===== config.mk =====
export PLATFORM = sky130hd
export DESIGN_NAME = traffic_sensor_frontend
export DESIGN_NICKNAME = d
export VERILOG_FILES = /design/src/rtl/traffic_pkg.sv /design/src/rtl/sensor_channel.sv /design/src/rtl/traffic_sensor_frontend.sv
export SDC_FILE = /design/constraint.sdc
export NUM_CORES = 1
export LEC_CHECK = 0
export CORE_MARGIN = 2
export CORE_UTILIZATION = 55
export DETAILED_ROUTE_END_ITERATION = 6
export PLACE_DENSITY_LB_ADDON = 0.2
export SYNTH_ARGS = -nofsm -noshare
export SYNTH_HDL_FRONTEND = slang
export SYNTH_SLANG_ARGS = --single-unit

===== constraint.sdc =====
create_clock -name clk -period 5.05 [get_ports clk]
set_clock_uncertainty 0.1 [all_clocks]
set_input_delay 0.7575 -clock clk [delete_from_list [all_inputs] [get_ports clk]]
set_output_delay 0.7575 -clock clk [all_outputs]
set_load 0.03 [all_outputs]

===== src/rtl/traffic_pkg.sv =====
// Shared constants and types for the street A/B traffic sensor front end.
// Latency: n/a (declarations only).
// Backpressure: n/a.
package traffic_pkg;

  localparam int DEBOUNCE_DEF = 3;  // stable synced cycles before the debounced level moves
  localparam int DEPART_DEF   = 2;  // green cycles per departing car
  localparam int CNT_W_DEF    = 4;  // queue counter width

  typedef logic [CNT_W_DEF-1:0] car_cnt_t;

endpackage


===== src/rtl/sensor_channel.sv =====
// One loop-detector channel: 2-flop sync, debounce, arrival edge, departure timer, queue counter.
// Latency: raw rise captured at edge N -> cnt incremented after edge N+2+DEBOUNCE.
// Backpressure: none; arrivals beyond the counter max are dropped and flagged in ovf.
//
// Ports:
//   clk, reset  system clock, synchronous active-high reset
//   raw         asynchronous, bouncy loop detector (rising edge = one car)
//   green       this street's light is green; cars drain at one per DEPART_CYCLES
//   cnt         cars queued on this street
//   ovf         sticky: an arrival was seen while cnt was saturated
module sensor_channel
  import traffic_pkg::*;
#(
  parameter int DEBOUNCE      = DEBOUNCE_DEF,
  parameter int DEPART_CYCLES = DEPART_DEF,
  parameter int CNT_W         = CNT_W_DEF
) (
  input  logic             clk,
  input  logic             reset,
  input  logic             raw,
  input  logic             green,
  output logic [CNT_W-1:0] cnt,
  output logic             ovf
);

  // Counters need at least one bit even when the terminal count is 0.
  localparam int STAB_W = (DEBOUNCE > 1)      ? $clog2(DEBOUNCE)      : 1;
  localparam int DT_W   = (DEPART_CYCLES > 1) ? $clog2(DEPART_CYCLES) : 1;

  localparam logic [STAB_W-1:0] STAB_LAST = STAB_W'(DEBOUNCE - 1);
  localparam logic [DT_W-1:0]   DT_LAST   = DT_W'(DEPART_CYCLES - 1);
  localparam logic [CNT_W-1:0]  CNT_MAX   = '1;

  logic              s1;
  logic              s2;
  logic              deb;
  logic              deb_d;
  logic [STAB_W-1:0] stab;
  logic [DT_W-1:0]   dt;
  logic              arr;
  logic              timing;
  logic              dep;

  // Only the 0->1 transition of the debounced level is a car; release is ignored.
  assign arr    = deb & ~deb_d;
  // The departure timer only runs while there is something to drain.
  assign timing = green & (cnt != '0);
  assign dep    = timing & (dt == DT_LAST);

  always_ff @(posedge clk) begin
    if (reset) begin
      s1    <= 1'b0;
      s2    <= 1'b0;
      deb   <= 1'b0;
      deb_d <= 1'b0;
      stab  <= '0;
      dt    <= '0;
      cnt   <= '0;
      ovf   <= 1'b0;
    end else begin
      s1    <= raw;
      s2    <= s1;
      deb_d <= deb;

      // Any cycle where the synced input agrees with the debounced level
      // restarts the stability count, so short glitches never commit.
      if (s2 == deb) begin
        stab <= '0;
      end else if (stab == STAB_LAST) begin
        deb  <= s2;
        stab <= '0;
      end else begin
        stab <= stab + 1'b1;
      end

      // Losing green mid-count discards the partial departure.
      if (!timing || dep) begin
        dt <= '0;
      end else begin
        dt <= dt + 1'b1;
      end

      // Coincident arrival and departure cancel out.
      case ({arr, dep})
        2'b10: begin
          if (cnt == CNT_MAX) begin
            ovf <= 1'b1;
          end else begin
            cnt <= cnt + 1'b1;
          end
        end
        2'b01:   cnt <= cnt - 1'b1;
        default: ;
      endcase
    end
  end

endmodule


===== src/rtl/traffic_sensor_frontend.sv =====
// Street A/B traffic-present producer for the intersection controller.
// Latency: raw rise at edge N -> cnt/A/B updated after edge N+2+DEBOUNCE; A/B combinational from cnt.
// Backpressure: none; saturating counters with sticky ovf.
//
// Ports:
//   clk, reset        system clock, synchronous active-high reset
//   raw_a, raw_b      asynchronous loop detectors
//   green_a, green_b  light status fed back from the controller
//   A, B              cars waiting/flowing on street A / B
//   cnt_a, cnt_b      queued car counts
//   ovf               sticky saturation flags {B, A}
module traffic_sensor_frontend
  import traffic_pkg::*;
#(
  parameter int DEBOUNCE      = DEBOUNCE_DEF,
  parameter int DEPART_CYCLES = DEPART_DEF,
  parameter int CNT_W         = CNT_W_DEF
) (
  input  logic             clk,
  input  logic             reset,
  input  logic             raw_a,
  input  logic             raw_b,
  input  logic             green_a,
  input  logic             green_b,
  output logic             A,
  output logic             B,
  output logic [CNT_W-1:0] cnt_a,
  output logic [CNT_W-1:0] cnt_b,
  output logic [1:0]       ovf
);

  logic ovf_a;
  logic ovf_b;

  // Each channel obeys only its own green, even if both are (illegally) high.
  sensor_channel #(
    .DEBOUNCE      (DEBOUNCE),
    .DEPART_CYCLES (DEPART_CYCLES),
    .CNT_W         (CNT_W)
  ) u_chan_a (
    .clk   (clk),
    .reset (reset),
    .raw   (raw_a),
    .green (green_a),
    .cnt   (cnt_a),
    .ovf   (ovf_a)
  );

  sensor_channel #(
    .DEBOUNCE      (DEBOUNCE),
    .DEPART_CYCLES (DEPART_CYCLES),
    .CNT_W         (CNT_W)
  ) u_chan_b (
    .clk   (clk),
    .reset (reset),
    .raw   (raw_b),
    .green (green_b),
    .cnt   (cnt_b),
    .ovf   (ovf_b)
  );

  assign A   = (cnt_a != '0);
  assign B   = (cnt_b != '0);
  assign ovf = {ovf_b, ovf_a};

endmodule


==> results.md, run 1 <==
- CP startpoint kind: flop
- Sink Count: 24
- Max clock buf depth: 2
- Synth cell types: 35
- Pwr Density: 259 nW/um2
- Worst Setup Slack, final: roughly 2.3 ns
- Die Y: 48.7 um
- Commonest non-fill, non-tap cells in the layout: dfxtp_1 (24), clkdlybuf4s50_1 (17), nor2_1 (13)
- Arrival time at the worst endpoint: 1.90 ns
- Outcome: finished, final reports clean
- Fin crit period: roughly 2.8 ns
- GRT overflow: 0
- DRC Markers: 0
- Setup TNS: 0 ns
- Family with the most delay on the worst path: buffers and inverters
- Largest net degree at the start of global routing: 29
- Slowest CP cell: clkdlybuf4s50_1
- First-pass GRT wire length: ~3200 um
- Syn Area/Cell: 9.80 um2
- Syn nets: about 120
- Crit Path Class: reg -> out
- Most common cell after layout, fill and taps aside: dfxtp_1
- Global Route Usage Sum: between 15 and 20%
- CTS Buf Count: 3
- Critical Path Max Stage Delay: between 0.6 and 0.7 ns
- DIE WIDTH: between 40 and 50 um
- Initial Util: 57.1%
- CTS tree: done
- CP Buf/Inv Count: 1
- Core area: 1920 um2
- Worst IR drop on VDD: approximately 0.26 mV
- Synth area leaders: dfxtp_1 (44%), nor2b_1 (6.8%), ha_1 (4.6%)
- Post-route ant nets: 0
- Mapped Area: 1100 um2
- Vias per inst: between 5 and 6
- #FFs+latches synth: 24
- Nets@finish: 138
- Worst slew pin tran: around 0.88 ns
- Final Hold Fails: 0
- Crit share post-route: 54.7%
- I/O pins: 18
- Share of cells above drive strength 1: 9.45%
- Fmax: between 300 and 400 MHz
- Hold crit path type: reg -> reg
- Post-Syn Instances: between 100 and 150
- Clk slew on worst S/H paths: about 0.12 ns
- Max-Cap Viols: 0
- Worst slack at placement: around 2.1 ns
- DR iter-0 viols: 8
- Vias in the first global route: between 800 and 900
- Die ar.: roughly 2400 um2
- H-tree Lvls: 1
- CP endpoint kind: primary output
- DR pass1 iterations: 3
- Fillcell total: 158
- IO buf count: 17
- Post-DP HPWL: ~1300 um
- Pleak: around 0.52 nW
- Fin. max-slew vios: 0
- Routed vias: 801
- Post-synthesis sequential area ratio: ~44%
- Crit path cell chain: or4_4, clkdlybuf4s50_1
- Post-CTS Resized: 0
- Core Rows: 16
- Initial antenna violation count: 0
- WP data required: between 4 and 5 ns
- Top cell type's share of synthesized area: between 40% and 50%
- Post-CTS setup buffer count: 0
- Crit path max fanout: 8
- Antenna fix cells: 0
- Area Growth Syn to Fin: 20.0%
- Setup Viol. Count Final: 0
- CTS root buf: clkbuf_4
- Routed WL per cell: approximately 12 um
- Yosys warning count: 0
- RePlAce Congestion: ~0.74
- Slew HR: between 40% and 50%
- Hold Buf Count CTS: 0
- Clock Latency Late Sink: around 0.32 ns
- Routed WL: about 1800 um
- RSZ-0062 raised after global routing: no
- Area leader, netlist: dfxtp_1
## sequential cells by signal, indices dropped and copies added, names as in the netlist
signal	count
u_chan_a.cnt	4
u_chan_b.cnt	4
u_chan_a.stab	2
u_chan_b.stab	2
u_chan_a.deb	1
u_chan_a.deb_d	1
u_chan_a.dt	1
u_chan_a.ovf	1
u_chan_a.s1	1
u_chan_a.s2	1
u_chan_b.deb	1
u_chan_b.deb_d	1
u_chan_b.dt	1
u_chan_b.ovf	1
u_chan_b.s1	1
u_chan_b.s2	1
## kinds of logic after synthesis
logic type,count (synthesis),share of synthesized area [%]
and+or+nand+nor,49,24.9
DFF,24,43.8
AOI/OAI and AO/OA,13,9.47
muxes,10,10.0
buffers and inverters,8,4.10
xor gates and xnor gates,4,3.19
adders and majority gates,4,4.56
## worst register-to-register path, delay by kind of cell (launching register included)
kind	cells	cell delay, ns
adder cells (fa/ha/maj)	1	0.20
AND/OR/NAND/NOR	4	0.94
XOR/XNOR	1	0.15
flip-flops	1	0.41
multiplexers	2	0.51
## layout make-up
type,instances,area (um2),share of cell area [%]
multi-input combinational,80,572,43.4
timing repair buffer,17,170,12.9
tap,27,33.8,2.57
clock buffer,3,22.5,1.71
clock inverter,1,30.0,2.28
inverter,2,7.51,0.570
sequential,24,480,36.5
## path summary, 6_finish.rpt
check                                     from                            to  slack (ns)  cells past startpoint
setup / recovery  u_chan_b.cnt[0]$_SDFFE_PP0P_                             B        2.29                      2
hold / removal     u_chan_b.stab[0]$_SDFF_PP0_   u_chan_b.stab[0]$_SDFF_PP0_        0.32                      1
setup reg to reg  u_chan_b.cnt[0]$_SDFFE_PP0P_  u_chan_b.cnt[2]$_SDFFE_PP0P_        2.66                      8
hold reg to reg    u_chan_b.stab[0]$_SDFF_PP0_   u_chan_b.stab[0]$_SDFF_PP0_        0.32                      1
## report_power, final
group / total (mW) / internal [mW] / switching [mW]
Sequential: 0.192 / 0.191 / 0.000802
Clock: 0.138 / 0.0803 / 0.0576
Combinational: 0.0111 / 0.00608 / 0.00505
## routing by layer
layer	global-route usage, %	vias to the layer above	part of all wire [%]
met1	18.5	365	43
met2	31.5	12	50
met5	0	-	0
li1	-	420	-
met4	10.5	0	2.4
met3	4.01	4	4.1
## synth_stat cells
| master | n |
|---|---|
| dfxtp_1 | 24 |
| nor2_1 | 13 |
| nor2b_1 | 12 |
| mux2i_1 | 5 |
| nand2_1 | 5 |
| nand2b_1 | 5 |
| a21oi_1 | 4 |
| ha_1 | 4 |
| clkbuf_1 | 3 |
| mux2_2 | 3 |
| nor3_1 | 3 |
| xnor2_1 | 3 |
| buf_4 | 2 |
| inv_1 | 2 |
| nor3b_1 | 2 |
| o41ai_1 | 2 |
| or3_1 | 2 |
| a211oi_1 | 1 |
| a211oi_2 | 1 |
| a21oi_2 | 1 |
| a22oi_1 | 1 |
| a41o_1 | 1 |
| a41oi_1 | 1 |
| and2_1 | 1 |
| and3_1 | 1 |
| and4_1 | 1 |
| buf_6 | 1 |
| mux2_1 | 1 |
| mux2_4 | 1 |
| nand3_2 | 1 |
| nand4_1 | 1 |
| o41a_1 | 1 |
| or4_1 | 1 |
| or4_4 | 1 |
| xor2_1 | 1 |
## stage by stage
stage	instance area (um2)	utilization, %	cells	hold WS (ns)	total power, mW
global route	1320	68.5	154	0.356	0.351
global placement	1260	65.8	150	0.298	0.207
floorplan	1100	-	112	0.291	0.202
finish	1320	68.5	154	0.318	0.341
detailed placement	1260	65.8	150	0.303	0.208
CTS	1320	68.5	154	0.322	0.347
Note: power is estimated with default switching activity, not from simulation.
==> run 2, diff against run 1 <==
--- a/config.mk
+++ b/config.mk
@@ -6,7 +6,7 @@
 export NUM_CORES = 1
 export LEC_CHECK = 0
 export CORE_MARGIN = 2
-export CORE_UTILIZATION = 55
+export CORE_UTILIZATION = 46
 export DETAILED_ROUTE_END_ITERATION = 6
 export PLACE_DENSITY_LB_ADDON = 0.2
 export SYNTH_ARGS = -nofsm -noshare
==> constraint.sdc (replaced) <==
create_clock -name clk -period 2.35 [get_ports clk]
set_clock_uncertainty 0.1 [all_clocks]
set_input_delay 0.3525 -clock clk [delete_from_list [all_inputs] [get_ports clk]]
set_output_delay 0.3525 -clock clk [all_outputs]
set_load 0.03 [all_outputs]
==> run 2 against run 1 <==
Sequential share of layout area is 1.9 points lower. Critical path depth stayed put. Die area is 18% higher. Clock-buffer cell count is 1 higher. Global-route usage is 0.74 points lower. Register-to-register slack worse by 2.6 ns. Clock power is 86% higher. First-iteration DRC count is 25% higher. Worst hold slack better by 0.0023 ns.
==> results.md, run 2 (synthesis results as in run 1) <==
- First-pass GRT wire length: 3390 um (+5.1%)
- Commonest non-fill, non-tap cells in the layout: dfxtp_1 (21), clkdlybuf4s50_1 (16), nor2_1 (13)
- Initial antenna violation count: 0 (unchanged)
- Die ar.: 2790 um2 (+18%)
- Antenna fix cells: 0 (unchanged)
- IO buf count: 17 (unchanged)
- Max clock buf depth: 2 (unchanged)
- DR pass1 iterations: 4 (+1)
- Worst setup path endpoint: A
- Setup Viol. Count Final: 0 (unchanged)
- Fin cells: 165 (+7.1%)
- R2R Setup Slk: 0.11 ns (-2.55 ns)
- RR Startpoint: u_chan_b.cnt[1]$_SDFFE_PP0P_
- Pleak: 0.588 nW (+13%)
- WP depth: 2 (unchanged)
- Worst Reg-to-Reg Cells: 8 (unchanged)
- Clock Latency Late Sink: 0.31 ns (about the same)
- Vias in the first global route: 816 (+1.9%)
- I/O pins: 18 (unchanged)
- CP endpoint kind: primary output
- CP startpoint: u_chan_a.cnt[3]$_SDFFE_PP0P_
- Crit Path Class: reg -> out
- Cell Area, Placed: 1350 um2 (+7.1%)
- DRC Markers: 0 (unchanged)
- Sink Count: 24 (unchanged)
- Crit path cell chain: or4_1, clkdlybuf4s50_1
- Final Instance Area: 1410 um2 (+6.8%)
- WHS Path Cells: 1 (unchanged)
- Post-DP HPWL: 1470 um (+14%)
- Total power: 696 uW (+100%)
- Fillcell total: 199 (+26%)
- RR Endpoint: u_chan_b.cnt[2]$_SDFFE_PP0P_
- Psw: 141 uW (+120%)
- Worst slew pin tran: 0.659 ns (-0.219 ns)
- Multi-input logic area: 582 um2 (+1.8%)
- GRT overflow: 0 (unchanged)
- Global Route Usage Sum: 16.8% (-0.74 points)
- Vias per inst: 5.20 (about the same)
- Fmax: 438 MHz
- Setup TNS: 0 ns (unchanged)
- Power Internal: 555 uW (+100%)
- Die Y: 52.8 um (+8.6%)
- Core area: 2230 um2 (+16%)
- RSZ-0062 raised after global routing: no
- H-tree Lvls: 1 (unchanged)
- Routed vias: 858 (+7.1%)
- WP data required: 1.90 ns (-2.29 ns)
- FF+latch area: 487 um2 (+1.3%)
- Largest net degree at the start of global routing: 21 (-28%)
- RePlAce Congestion: 0.734 (-1.3%)
- Arrival time at the worst endpoint: 1.83 ns (-0.07 ns)
- Slowest CP cell: clkdlybuf4s50_1
- CTS Buf Count: 3 (unchanged)
- Outcome: finished, final reports clean
- Max-Cap Viols: 0 (unchanged)
- Seq pwr share: 59.2% (+2.9 points)
- Initial Util: 49.1% (-8.0 points)
- Area Growth Syn to Fin: 28.2%
- Fin crit period: 2.28 ns
- Placed cells: 161 (+7.3%)
- Clk slew on worst S/H paths: 0.14 ns (+0.02 ns)
- Worst IR drop on VDD: 0.403 mV (+53%)
- Nets@finish: 148 (+7.2%)
- Crit share post-route: 97.1%
- CTS tree: done
- Worst slack at placement: 0.0227 ns (-2.12 ns)
- CP Buf/Inv Count: 1 (unchanged)
- Fin. max-slew vios: 0 (unchanged)
- Clock power share: 37.0% (-3.4 points)
- DR iter-0 viols: 10 (+2)
- Crit path max fanout: 6 (-2)
- Combinational power share: 3.9% (+0.6 points)
- Final Hold Fails: 0 (unchanged)
- Worst Setup Slack, final: 0.0683 ns (-2.22 ns)
- DIE WIDTH: 52.8 um (+8.6%)
- Fin util: 63.0% (-5.5 points)
- Hold crit path type: reg -> reg
- Net Sw Frac: 20.3% (+1.7 points)
- Critical Path Max Stage Delay: 0.61 ns (about the same)
- Hold_ws: 0.320 ns (+0.00226 ns)
- CTS root buf: clkbuf_4
- Pwr Density: 495 nW/um2 (+91%)
- Hold Buf Count CTS: 0 (unchanged)
- Post-route ant nets: 0 (unchanged)
- Most common cell after layout, fill and taps aside: dfxtp_1
- Largest regs: u_chan_a.cnt: 4 flops, u_chan_b.cnt: 4 flops
- Routed WL: 1940 um (+9.4%)
- Family with the most delay on the worst path: buffers and inverters
- Share of cells above drive strength 1: 19.0% (+9.5 points)
- Routed WL per cell: 11.8 um (+2.1%)
- Post-CTS setup buffer count: 0 (unchanged)
- Slew HR: 55.9% (+15 points)
- Core Rows: 17 (+1)
- CP startpoint kind: flop
[run 2: cell count changes in the layout (fill, tap and decap cells not counted), sizes merged]
cell / delta
buf: +10
bufinv: -1
clkbuf: +1
clkdlybuf4s50: -1
dlymetal6s2s: +1
[run 2: cell type report]
cell class                      instances  area share (%)
Timing Repair Buffer                   27            17.6
Inverter                                2           0.534
Multi-Input combinational cell         80            41.4
Sequential cell                        24            34.6
Clock buffer                            4            3.38
Tap cell                               28            2.49
[run 2: how the worst min path moves through the flow]
stage | from | to | slack, ns
floorplan | u_chan_a.stab[0]$_SDFF_PP0_ | u_chan_a.stab[0]$_SDFF_PP0_ | 0.29
global placement | u_chan_b.stab[0]$_SDFF_PP0_ | u_chan_b.stab[0]$_SDFF_PP0_ | 0.30
detailed placement | u_chan_b.stab[0]$_SDFF_PP0_ | u_chan_b.stab[0]$_SDFF_PP0_ | 0.31
CTS | u_chan_b.stab[0]$_SDFF_PP0_ | u_chan_b.stab[0]$_SDFF_PP0_ | 0.32
global route | u_chan_b.stab[0]$_SDFF_PP0_ | u_chan_b.stab[0]$_SDFF_PP0_ | 0.36
finish | u_chan_b.stab[0]$_SDFF_PP0_ | u_chan_b.stab[0]$_SDFF_PP0_ | 0.32
[run 2: worst register-to-register path: cells and delay by family (launching register included)]
kind                       cells  cell delay (ns)
muxes                          2             0.53
xor gates and xnor gates       1             0.14
and+or+nand+nor                4             0.82
adders and majority gates      1             0.18
DFF                            1             0.37
[run 2: power by group through the flow]
stage	sequential (mW)	clock (mW)	combinational, mW
after floorplan	0.420	0	0.0135
after global placement	0.421	0	0.0262
after detailed placement	0.421	0	0.0275
after CTS	0.412	0.267	0.0276
after global routing	0.412	0.278	0.0305
final	0.412	0.257	0.0270
[run 2: layer usage]
metal / share of wire [%] / GRT usage, % / vias to the layer above
met5: 0 / 0 / -
met4: 0.72 / 7.69 / 0
met3: 4.7 / 3.14 / 2
met2: 50 / 30.2 / 16
met1: 44 / 18.9 / 402
li1: - / - / 438
[run 2: timing repair]
action,in CTS,in global routing
hold endpoints to repair,0,0
endpoints found under the setup margin,0,2
resized for setup,0,2
==> run 3, diff against run 2 <==
--- a/config.mk
+++ b/config.mk
@@ -8,6 +8,7 @@
 export CORE_MARGIN = 2
 export CORE_UTILIZATION = 46
 export DETAILED_ROUTE_END_ITERATION = 6
+export GPL_ROUTABILITY_DRIVEN = 0
 export PLACE_DENSITY_LB_ADDON = 0.2
 export SYNTH_ARGS = -nofsm -noshare
 export SYNTH_HDL_FRONTEND = slang
==> results of run 3 <==
The final DEF is identical to that of run 2; final timing and power are the same.
